### config.mk
export PLATFORM = sky130hd
export DESIGN_NAME = mem_arbiter
export DESIGN_NICKNAME = d
export VERILOG_FILES = /design/src/rtl/mem_arbiter.sv
export SDC_FILE = /design/constraint.sdc
export NUM_CORES = 1
export LEC_CHECK = 0
export ABC_AREA = 1
export CORE_ASPECT_RATIO = 1.75
export CORE_MARGIN = 4
export CORE_UTILIZATION = 44
export CTS_CLUSTER_SIZE = 8
export DETAILED_ROUTE_END_ITERATION = 12
export GPL_TIMING_DRIVEN = 0
export PLACE_DENSITY = 0.82
export REMOVE_ABC_BUFFERS = 1
export SKIP_LAST_GASP = 1
export SLEW_MARGIN = 40
export SYNTH_ARGS = -nofsm -noshare
export SYNTH_HDL_FRONTEND = slang
export SYNTH_SLANG_ARGS = --single-unit
### constraint.sdc
create_clock -name clk -period 2 [get_ports clk]
set_input_delay 0.2 -clock clk [delete_from_list [all_inputs] [get_ports clk]]
set_output_delay 0.2 -clock clk [all_outputs]
set_load 0.005 [all_outputs]
### src/rtl/mem_arbiter.sv
// mem_arbiter: arbitrates an instruction-fetch requester and a load/store
// requester onto one shared single-port memory whose read data appears
// MEM_LAT cycles (1..4) after the enable cycle.
//
// Build option: define ARB_ROUND_ROBIN_EN to alternate grants when both
// requesters contend in IDLE. Without it, load/store always wins.
//
// Handshake: a requester raises req with its fields stable and holds them
// until it sees a one-cycle ack. The arbiter samples req only in IDLE. Once a
// grant is made the transaction runs to completion whatever req does
// afterwards. rdata is valid in the ack cycle and held until that requester's
// next read. A req still high in the cycle after ack is a new request.
module mem_arbiter #(
  parameter int unsigned MEM_LAT = 1
) (
  input  logic        clk,
  input  logic        rst,
  input  logic        if_req,
  input  logic [31:0] if_addr,
  output logic        if_ack,
  output logic [31:0] if_rdata,
  input  logic        d_req,
  input  logic        d_we,
  input  logic [31:0] d_addr,
  input  logic [31:0] d_wdata,
  output logic        d_ack,
  output logic [31:0] d_rdata,
  output logic        mem_en,
  output logic        mem_we,
  output logic [31:0] mem_addr,
  output logic [31:0] mem_wdata,
  input  logic [31:0] mem_rdata,
  output logic        busy,
  output logic [1:0]  dbg_state_o
);

  typedef enum logic [1:0] {
    ST_IDLE  = 2'd0,
    ST_ISSUE = 2'd1,
    ST_WAIT  = 2'd2,
    ST_RESP  = 2'd3
  } state_e;

  typedef enum logic {
    GNT_IF = 1'b0,
    GNT_D  = 1'b1
  } grant_e;

  localparam logic [2:0] LAT_INIT = 3'(MEM_LAT);

  state_e      state_q, state_d;
  grant_e      grant_q, grant_d;
  logic [2:0]  cnt_q, cnt_d;
  logic [31:0] addr_q, addr_d;
  logic        we_q, we_d;
  logic [31:0] wdata_q, wdata_d;
  logic [31:0] if_rdata_q, if_rdata_d;
  logic [31:0] d_rdata_q, d_rdata_d;
  logic        take_d;
  logic        in_issue;
  logic        in_resp;

`ifdef ARB_ROUND_ROBIN_EN
  grant_e      last_q, last_d;

  // Under contention the requester not granted last wins; lone requests win outright.
  assign take_d = (d_req && if_req) ? (last_q == GNT_IF) : d_req;

  // Last-grant flag, refreshed on every grant made in IDLE.
  always_comb begin
    last_d = last_q;
    if (state_q == ST_IDLE && (if_req || d_req)) begin
      last_d = take_d ? GNT_D : GNT_IF;
    end
  end

  // Last-grant flag register; IF after reset so D wins the first contest.
  always_ff @(posedge clk) begin
    if (rst) begin
      last_q <= GNT_IF;
    end else begin
      last_q <= last_d;
    end
  end
`else
  // Fixed priority: load/store beats instruction fetch.
  assign take_d = d_req;
`endif

  // Next-state logic: grant and latch in IDLE, count latency, single RESP cycle.
  always_comb begin
    state_d = state_q;
    grant_d = grant_q;
    cnt_d   = cnt_q;
    addr_d  = addr_q;
    we_d    = we_q;
    wdata_d = wdata_q;
    unique case (state_q)
      ST_IDLE: begin
        if (if_req || d_req) begin
          state_d = ST_ISSUE;
          grant_d = take_d ? GNT_D : GNT_IF;
          addr_d  = take_d ? d_addr : if_addr;
          we_d    = take_d && d_we;
          wdata_d = (take_d && d_we) ? d_wdata : 32'h0;
        end
      end
      ST_ISSUE: begin
        cnt_d   = LAT_INIT;
        state_d = (MEM_LAT == 1) ? ST_RESP : ST_WAIT;
      end
      ST_WAIT: begin
        // Counter holds MEM_LAT on the first WAIT cycle; leaving at 2 lands
        // RESP exactly MEM_LAT cycles after the enable cycle.
        cnt_d = cnt_q - 3'd1;
        if (cnt_q <= 3'd2) begin
          state_d = ST_RESP;
        end
      end
      ST_RESP: begin
        state_d = ST_IDLE;
      end
      default: begin
        state_d = ST_IDLE;
      end
    endcase
  end

  assign in_issue = (state_q == ST_ISSUE);
  assign in_resp  = (state_q == ST_RESP);

  // Output decode: memory strobes only in ISSUE, acks only in RESP.
  always_comb begin
    mem_en     = in_issue;
    mem_we     = in_issue && we_q;
    mem_addr   = in_issue ? addr_q : 32'h0;
    mem_wdata  = in_issue ? wdata_q : 32'h0;
    if_ack     = in_resp && (grant_q == GNT_IF);
    d_ack      = in_resp && (grant_q == GNT_D);
    if_rdata_d = if_rdata_q;
    d_rdata_d  = d_rdata_q;
    if (if_ack) begin
      if_rdata_d = mem_rdata;
    end
    if (d_ack && !we_q) begin
      d_rdata_d = mem_rdata;
    end
    if_rdata    = if_rdata_d;
    d_rdata     = d_rdata_d;
    busy        = (state_q != ST_IDLE);
    dbg_state_o = state_q;
  end

  // State, latched request fields and held read data.
  always_ff @(posedge clk) begin
    if (rst) begin
      state_q    <= ST_IDLE;
      grant_q    <= GNT_IF;
      cnt_q      <= 3'd0;
      addr_q     <= 32'h0;
      we_q       <= 1'b0;
      wdata_q    <= 32'h0;
      if_rdata_q <= 32'h0;
      d_rdata_q  <= 32'h0;
    end else begin
      state_q    <= state_d;
      grant_q    <= grant_d;
      cnt_q      <= cnt_d;
      addr_q     <= addr_d;
      we_q       <= we_d;
      wdata_q    <= wdata_d;
      if_rdata_q <= if_rdata_d;
      d_rdata_q  <= d_rdata_d;
    end
  end

endmodule

==> results of run 1 <==
logic make-up (layout without fill, tap and decap cells):
family          count (synthesis)  in the layout
flops                         135            135
buf+inv                       270            672
compound gates                138            138
simple gates                  439            441
fa+ha+maj                       6              6
synth_stat cells:
library cell,count
a211oi_1,1
a21oi_1,37
a31oi_1,1
buf_1,1
buf_2,14
buf_4,1
buf_6,17
clkbuf_1,31
dfxtp_1,135
ha_1,6
inv_1,205
inv_2,1
nand2_1,262
nand2_2,6
nand3_1,4
nand3b_1,1
nand4_1,32
nor2_1,127
nor2_2,5
o21ai_0,34
o21ai_1,34
o21ai_2,31
or2_1,2
per-layer routing:
| metal | up-vias | share of wire | global-route usage |
|---|---|---|---|
| li1 | 3732 | - | - |
| met1 | 3835 | 0.33 | 0.287 |
| met2 | 493 | 0.52 | 0.541 |
| met3 | 155 | 0.081 | 0.0705 |
| met4 | 0 | 0.067 | 0.141 |
| met5 | - | 0 | 0 |
final cells by class:
type	instances	area (um^2)	share of cell area
repair buffers	435	4170	0.350
multi-input cells	585	3420	0.287
flip-flops and latches	135	2710	0.227
inverters	206	783	0.0657
clock buffers	17	425	0.0357
well taps	180	225	0.0189
clock inverters	14	175	0.0147
state kept, by name, indices dropped and copies added, names as in the netlist:
signal / flops
if_rdata_q: 32
we_q: 1
addr_q: 32
wdata_q: 32
dbg_state_o: 2
cnt_q: 3
d_rdata_q: 32
grant_q: 1
what timing repair did:
action / 4_1_cts / 5_1_grt
gates resized for setup: 431 / 226
pin swaps: 41 / 35
setup buffers: 106 / 49
cloned: 16 / 3
endpoints found under the setup margin: 178 / 153
worst max path at each step:
stage / start / end / slack (ns) / cells past startpoint
final: dbg_state_o[0] / d_rdata_q[3] / -0.33 / 15
after global routing: dbg_state_o[0] / d_rdata_q[3] / -0.35 / 15
after CTS: dbg_state_o[1] / d_rdata[14] / -0.27 / 9
after detailed placement: dbg_state_o[0] / d_rdata[18] / -0.36 / 8
after global placement: d_req / addr_q[23] / -4.58 / 5
after floorplan: dbg_state_o[0] / addr_q[0] / -0.80 / 6
per-stage QoR:
stage	util	worst slack [ns]	hold WS, ns	area [um^2]	setup TNS [ns]
6_report	0.825	-0.327	0.150	11900	-13.56
5_1_grt	0.825	-0.347	0.148	11900	-17.81
4_1_cts	0.780	-0.270	0.126	11300	-17.01
3_5_place_dp	0.639	-0.360	0.451	9230	-22.52
3_3_place_gp	0.625	-4.58	0.449	9030	-570.66
2_1_floorplan	-	-0.803	0.267	6130	-86.13
power by group:
part / internal [mW] / total (mW) / switching [mW]
Combinational: 2.09 / 4.19 / 2.10
Clock: 1.97 / 3.28 / 1.31
Sequential: 2.99 / 3.14 / 0.152
Total: 7.05 / 10.6 / 3.57
critical path, cell delays in order, from the launching register on:
cell,delay [ns]
dfxtp_4,0.36
ha_4,0.17
nand2_4,0.05
or2_4,0.30
buf_16,0.16
buf_12,0.14
buf_8,0.13
o21ai_4,0.16
buf_6,0.12
buf_4,0.10
buf_4,0.09
buf_4,0.09
buf_4,0.09
buf_4,0.09
buf_4,0.11
nor2_4,0.03
==> impl_metrics.yaml, run 1 <==
final_layout:
  ratio_of_cells_with_drive_above_1_in_the_final_layout: 0.326
  mostFrequentLayoutCell: "nand2_1"
  antenna-diode-count: 0
  mostFrequentLayoutCells: "nand2_1 (208), inv_1 (186), dfxtp_1 (133)"
  non_filler_cells_final: 1572
  synthToLayoutAreaGrowth_pct: 82.7
  fin_nets: 1519
  fillers: 839
timing:
  timing_max_transition_violations_final: 0
  slew_headroom: 0.506
  final_critical_path_setup_slack_ns: -0.327
  max_slew.worst_pin.slew_ns: 0.741
  finalWorstPathRequiredPeriod_ns: 2.33
  report.final.hold_viol_count: 0
  skew_ns: 0.0124
  rsz0062_at_grt: "yes"
  fin_crit_sh: 1.16
  timing.final.setup_violations: 86
  fmax_mhz: 430
synth:
  synth.top_cell.area_share: 0.415
  synth_top_family_by_area: "simple AND/OR/NAND/NOR gates"
  synth.ff_latch_count: 135
  synth-seq-area-share: 0.415
  syn-mean-instance-area_um2: 6.60
  post_synthesis_share_of_cell_area_spent_on_and_or_nand_and_nor_gates: 0.271
  synth_warn: 0
  synth.lib_cells_used.distinct: 23
  synthesis.area_mm2: 0.00652
  synth_adder_area_share: 0.0115
  synthDominantAreaCellType: "dfxtp_1"
  yosys.area_share.xor_xnor: 0
  netlist_instances: 988
  compound_gate_portion_of_the_synthesized_area: 0.124
  synth_mux_area_frac: 0
  synth.area.top_cells: "dfxtp_1 (41%), nand2_1 (15%), inv_1 (12%)"
global_routing:
  first_global_vias: 7692
  grt_start_max_net_pins: 61
  groute.usage.overall: 0.288
  grt_first_pass_wirelength_um: 38400
  grt.overflow.total: 0
  grt_antenna_before_repair: 0
die:
  chipWidth_um: 100
  rows: 58
  initial_core_util: 0.451
  die_area_mm2: 0.0169
  num_io_pins: 268
  fp.coreArea_mm2: 0.0144
  dieHeight_um: 169
critical_path:
  critPathKind: "flip-flop to flip-flop"
  critPathArrivalTime_ns: 2.62
  endpoint_of_the_most_critical_register_to_register_path: "d_rdata_q[3]"
  reg2reg_setup_slack_ns: -0.33
  ff2ff_path_depth: 15
  crit_path_max_fanout: 7
  worst-endpoint-required_ns: 2.29
  launching_point_of_the_worst_reg2reg_path: "dbg_state_o[0]"
  crit_path_start_kind: "flip-flop"
  endpoint_kind: "flip-flop"
routing:
  remaining_drc_errors: 0
  wirelength_per_cell_um: 19.4
  ant_nets: 0
  dr_total_vias: 8215
  drt-pass1-iter-count: 5
  detailedRoute.firstIterationViolations: 554
  post_drt_via_cell_ratio: 5.23
  drt-total-wl_um: 30600
clock_network:
  holdBufCountCts: 0
  max-clock-path-buffers: 2
  cts_tree: "yes"
  worst_skew_pair.late_latency_ns: 0.41
  clk_root_buffer_cell: "clkbuf_16"
  cts_num_sinks: 135
  number_of_cts_inserted_buffers: 17
  cts-htree-levels: 4
  clkTransAtPathRegs_ns: 0.07
place:
  post-place-cells: 1380
  dpl.hpwl_um: 13400
  gpl.final_weighted_congestion: 0.798
  io_buffer_count: 267
power_and_ir_drop:
  total_power_mw: 10.6
  vdd_drop_max_uv: 777
  power_density_mw_per_mm2: 891
  leakage_nw: 6.61
status:
  outcome: "finished with violations"
  violations_in_the_final_reports: "negative setup slack"
min_path:
  whs_path_depth: 2
  holdCritPathClass: "primary input to flip-flop"
  timing.hold.worst_endpoint: "d_rdata_q[24]"
  hp-start: "rst"
job:
  max_cap_viol_count: 0
Note: power is estimated with default switching activity, not from simulation.
==> run 2: changes to the inputs <==
CELL_PAD_IN_SITES_DETAIL_PLACEMENT = 2   (was default)
CELL_PAD_IN_SITES_GLOBAL_PLACEMENT = 2   (was default)
CORE_MARGIN = 2   (was 4)
CORE_UTILIZATION = 22   (was 44)
CTS_CLUSTER_SIZE = default   (was 8)
PLACE_DENSITY = 0.81   (was 0.82)
==> run 2 against run 1 <==
The flow still finishes with violations (negative setup slack). Count of clock-buffer cells in the layout increased by 6. Worst hold slack got worse by 0.031 ns. Clock skew decreased by 0.0023 ns.
==> impl_metrics.yaml, run 2 (synthesis results as in run 1) <==
global_routing:
  first_global_vias: 8847
  grt.overflow.total: 0
  grt_antenna_before_repair: 0
  grt_start_max_net_pins: 64
  groute.usage.overall: 0.224
  grt_first_pass_wirelength_um: 52300
power_and_ir_drop:
  power_report.internal_total_mw: 7.39
  leakage_nw: 6.57
  vdd_drop_max_uv: 746
  power_switching_share: 0.339
  power_density_mw_per_mm2: 890
  net_switching_power_figure_mw: 3.78
  combPwrFrac: 0.405
  share_seq_of_total_power: 0.282
  p_clk_frac: 0.313
final_layout:
  synthToLayoutAreaGrowth_pct: 92.4
  fillers: 3312
  seqCellArea_mm2: 0.00271
  mostFrequentLayoutCells: "nand2_1 (194), inv_1 (171), dfxtp_1 (133)"
  antenna-diode-count: 0
  layout.core_utilization: 0.428
  mostFrequentLayoutCell: "nand2_1"
  ratio_of_cells_with_drive_above_1_in_the_final_layout: 0.354
  multiInputGateArea_mm2: 0.00362
  fin_nets: 1521
timing:
  finalWorstPathRequiredPeriod_ns: 2.30
  timing_max_transition_violations_final: 0
  timing.hold.ws_ns: 0.119
  report.final.hold_viol_count: 0
  skew_ns: 0.0102
  final_critical_path_setup_slack_ns: -0.298
  rsz0062_at_grt: "yes"
  fin_crit_sh: 1.15
  max_slew.worst_pin.slew_ns: 0.648
  timing.final.setup_violations: 95
  slew_headroom: 0.568
  fmax_mhz: 435
critical_path:
  critPathKind: "flip-flop to flip-flop"
  crit_path_start_kind: "flip-flop"
  ff2ff_path_depth: 14
  crit_path_max_fanout: 8
  reg2reg_setup_slack_ns: -0.30
  worst-endpoint-required_ns: 2.38
  endpoint_kind: "flip-flop"
  critPathArrivalTime_ns: 2.68
clock_network:
  worst_skew_pair.late_latency_ns: 0.44
  clkTransAtPathRegs_ns: 0.07
  clk_root_buffer_cell: "clkbuf_16"
  cts_tree: "yes"
  holdBufCountCts: 0
  number_of_cts_inserted_buffers: 17
  cts_num_sinks: 135
  cts-htree-levels: 4
  max-clock-path-buffers: 2
die:
  dieHeight_um: 232
  num_io_pins: 268
  die_area_mm2: 0.0311
  chipWidth_um: 134
  initial_core_util: 0.223
  rows: 83
  fp.coreArea_mm2: 0.0293
status:
  violations_in_the_final_reports: "negative setup slack"
  outcome: "finished with violations"
place:
  dpl.hpwl_um: 18300
  io_buffer_count: 267
  gpl.final_weighted_congestion: 0.707
routing:
  dr_total_vias: 7901
  post_drt_via_cell_ratio: 4.45
  drt-pass1-iter-count: 4
  ant_nets: 0
  detailedRoute.firstIterationViolations: 167
  remaining_drc_errors: 0
  drt-total-wl_um: 38700
  wirelength_per_cell_um: 21.8
min_path:
  holdCritPathClass: "primary input to flip-flop"
  whs_path_depth: 2
job:
  max_cap_viol_count: 0
==> run 2: power by group through the flow <==
stage                     sequential, mW  clock, mW  combinational, mW
after floorplan                     3.14          0               1.11
after global placement              3.16          0               2.51
after detailed placement            3.18          0               2.70
after CTS                           3.13       3.51               3.90
after global routing                3.18       3.69               4.84
final                               3.15       3.49               4.52
==> run 2: cell type report <==
| type | instances | share of cell area |
|---|---|---|
| sequential | 135 | 0.216 |
| clock inverter | 8 | 0.0116 |
| multi-input combinational | 586 | 0.289 |
| tap | 382 | 0.0381 |
| inverter | 206 | 0.0626 |
| timing repair buffer | 436 | 0.345 |
| clock buffer | 23 | 0.0381 |
==> run 2: what timing repair did <==
item / CTS / global route
cloned: 20 / 3
endpoints found under the setup margin: 168 / 150
buffers inserted: 104 / 56
pin swaps: 29 / 44
resized for setup: 515 / 243
==> run 2: final timing paths <==
path | start | end
worst min-delay path | rst | if_rdata_q[31]
worst max-delay path | dbg_state_o[0] | d_rdata_q[8]
worst min register to register | wdata_q[4] | wdata_q[4]
worst max register to register | dbg_state_o[0] | d_rdata_q[8]
==> run 2: critical path, cell delays in order (launching register included) <==
cell and delay (ns):
dfxtp_4 0.36, ha_4 0.18, nand2_4 0.06, or2_4 0.36
buf_16 0.19, buf_12 0.12, nand2_4 0.06, o21ai_4 0.06
buf_4 0.14, buf_6 0.11, buf_4 0.12, buf_4 0.13
buf_4 0.13, buf_4 0.13, nor2_2 0.08
==> run 2: stage by stage <==
stage	total power [mW]	TNS [ns]	std cells	instance area [um^2]	setup WS (ns)
after floorplan	4.25	-86.13	924	6130	-0.803
after global placement	5.66	-690.02	1573	9280	-5.61
after detailed placement	5.88	-31.86	1583	9510	-0.427
after CTS	10.5	-23.22	1738	11900	-0.303
after global routing	11.7	-19.79	1776	12500	-0.353
final	11.2	-13.99	1776	12500	-0.298
==> run 2: layer usage <==
metal	vias to the layer above	share of wire	global-route usage	wire length (um)
met2	232	0.58	0.465	22500
met3	66	0.044	0.0491	1710
met5	-	0	0	0
met4	0	0.030	0.0684	1170
li1	3726	-	-	-
met1	3877	0.34	0.213	13300
==> run 3: changes to the inputs <==
SKIP_CTS_REPAIR_TIMING = 1   (was default)
==> run 3 against run 2 <==
The run still ends with negative setup slack left. Sequential cell count stayed put. Core utilization fell by 3.0 points. First-iteration DRC count decreased by 14%. Clock power shrank 1%. Count of clock-buffer cells in the layout stayed put. Clock skew decreased by 0.0024 ns. Sequential share of layout area increased by 1.6 points. Global-route usage is 6.4 points lower. Critical endpoint is now d_rdata[0]. Largest cell class unchanged.
==> impl_metrics.yaml, run 3 (synthesis results as in run 1) <==
status:
  outcome: "finished with violations"
  violations_in_the_final_reports: "negative setup slack"
global_routing:
  first_global_vias: 7335
  grt_start_max_net_pins: 64
  groute.usage.overall: 0.160
  grt_first_pass_wirelength_um: 38800
  grt_antenna_before_repair: 0
  grt.overflow.total: 0
final_layout:
  fin_nets: 1464
  mostFrequentLayoutCell: "nand2_1"
  synthToLayoutAreaGrowth_pct: 78.8
  mostFrequentLayoutCells: "nand2_1 (245), inv_1 (196), clkdlybuf4s50_1 (182)"
  antenna-diode-count: 0
  ratio_of_cells_with_drive_above_1_in_the_final_layout: 0.198
timing:
  fin_crit_sh: 1.27
  slew_headroom: 0.566
  finalWorstPathRequiredPeriod_ns: 2.54
  timing_max_transition_violations_final: 0
  max_slew.worst_pin.slew_ns: 0.650
  report.final.hold_viol_count: 0
  timing.final.setup_violations: 118
  timing.hold.ws_ns: 0.118
  rsz0062_at_grt: "yes"
  final_critical_path_setup_slack_ns: -0.540
  setup_tns_ns: -35.10
  skew_ns: 0.00775
  fmax_mhz: 394
critical_path:
  timing.critical_path.buf_inv: 3
  crit_path_start_kind: "flip-flop"
  critPathKind: "flip-flop to output pin"
  crit_path_max_fanout: 7
  path_delay_family: "buffers and inverters"
  worst-endpoint-required_ns: 1.80
  cp_cell_sequence: "ha_4, nand2_4, or2_4, clkbuf_16, nand2_1, o21ai_1, inv_1, clkdlybuf4s50_1"
  critical_path.slowest_cell: "clkdlybuf4s50_1"
  critPathMaxStageDelay_ns: 0.50
  critPathArrivalTime_ns: 2.34
  endpoint_kind: "output pin"
routing:
  drt-total-wl_um: 32200
  dr_total_vias: 7485
  drt-pass1-iter-count: 4
  wirelength_per_cell_um: 18.7
  post_drt_via_cell_ratio: 4.35
  remaining_drc_errors: 0
  ant_nets: 0
  detailedRoute.firstIterationViolations: 144
power_and_ir_drop:
  power_report.internal_total_mw: 6.94
  vdd_drop_max_uv: 640
  leakage_nw: 6.95
  combPwrFrac: 0.351
  share_seq_of_total_power: 0.310
  power_switching_share: 0.315
  power_density_mw_per_mm2: 869
  net_switching_power_figure_mw: 3.19
  p_clk_frac: 0.339
job:
  max_cap_viol_count: 0
die:
  rows: 83
  initial_core_util: 0.223
  dieHeight_um: 232
  num_io_pins: 268
  die_area_mm2: 0.0311
  chipWidth_um: 134
  fp.coreArea_mm2: 0.0293
clock_network:
  clk_root_buffer_cell: "clkbuf_16"
  clkTransAtPathRegs_ns: 0.06
  worst_skew_pair.late_latency_ns: 0.44
  cts_tree: "yes"
  cts-htree-levels: 4
  number_of_cts_inserted_buffers: 17
  cts_num_sinks: 135
  max-clock-path-buffers: 2
place:
  io_buffer_count: 267
  dpl.hpwl_um: 18300
  gpl.final_weighted_congestion: 0.707
min_path:
  holdCritPathClass: "primary input to flip-flop"
[run 3: cell count changes in the layout (fill, tap and decap cells not counted), sizes merged]
cell           delta
buf             -135
clkdlybuf4s50    +51
clkbuf           -10
dlymetal6s2s     +65
or2               +2
dlygate4sd2      -30
[run 3: through the flow]
stage               cell area (um^2)  worst slack (ns)  instances  utilization  total power, mW
floorplan                       6130            -0.803        924            -             4.25
global placement                9280             -5.61       1573        0.317             5.66
detailed placement              9510            -0.427       1583        0.325             5.88
CTS                            10100            -0.918       1614        0.346             9.35
global route                   11700            -0.617       1719        0.398             10.7
finish                         11700            -0.540       1719        0.398             10.1
[run 3: worst reg2reg max path, delay by kind of cell (launching register included)]
family | cells | cell delay [ns]
compound gates | 1 | 0.15
simple gates | 3 | 0.34
fa+ha+maj | 1 | 0.18
flops | 1 | 0.36
buf+inv | 5 | 0.73
[run 3: power groups by stage]
stage               logic, mW  registers, mW  clock network (mW)
floorplan                1.11           3.14                   0
global placement         2.51           3.16                   0
detailed placement       2.70           3.18                   0
CTS                      2.72           3.12                3.51
global route             3.88           3.17                3.66
finish                   3.55           3.14                3.44
[run 3: layer usage]
metal / vias to the layer above / share of wire / track usage / routed length [um]
li1: 3616 / - / - / -
met1: 3635 / 0.35 / 0.158 / 11200
met2: 201 / 0.58 / 0.316 / 18800
met3: 33 / 0.048 / 0.0463 / 1540
met4: 0 / 0.018 / 0.0503 / 592
met5: - / 0 / 0 / 0
[run 3: layout make-up]
class | instances | area [um^2]
multi-input cells | 588 | 3030
flip-flops and latches | 135 | 2710
clock buffers | 23 | 478
repair buffers | 377 | 4040
inverters | 206 | 783
clock inverters | 8 | 145
well taps | 382 | 478
fillers | 3481 | 17600
[run 3: final timing paths]
check	start	endpoint	slack (ns)	depth (start not counted)
worst min-delay path	rst	d_rdata_q[6]	0.12	2
worst max-delay path	dbg_state_o[0]	d_rdata[0]	-0.54	8
worst min register to register	wdata_q[18]	wdata_q[18]	0.46	2
worst max register to register	dbg_state_o[0]	d_rdata_q[7]	0.12	10
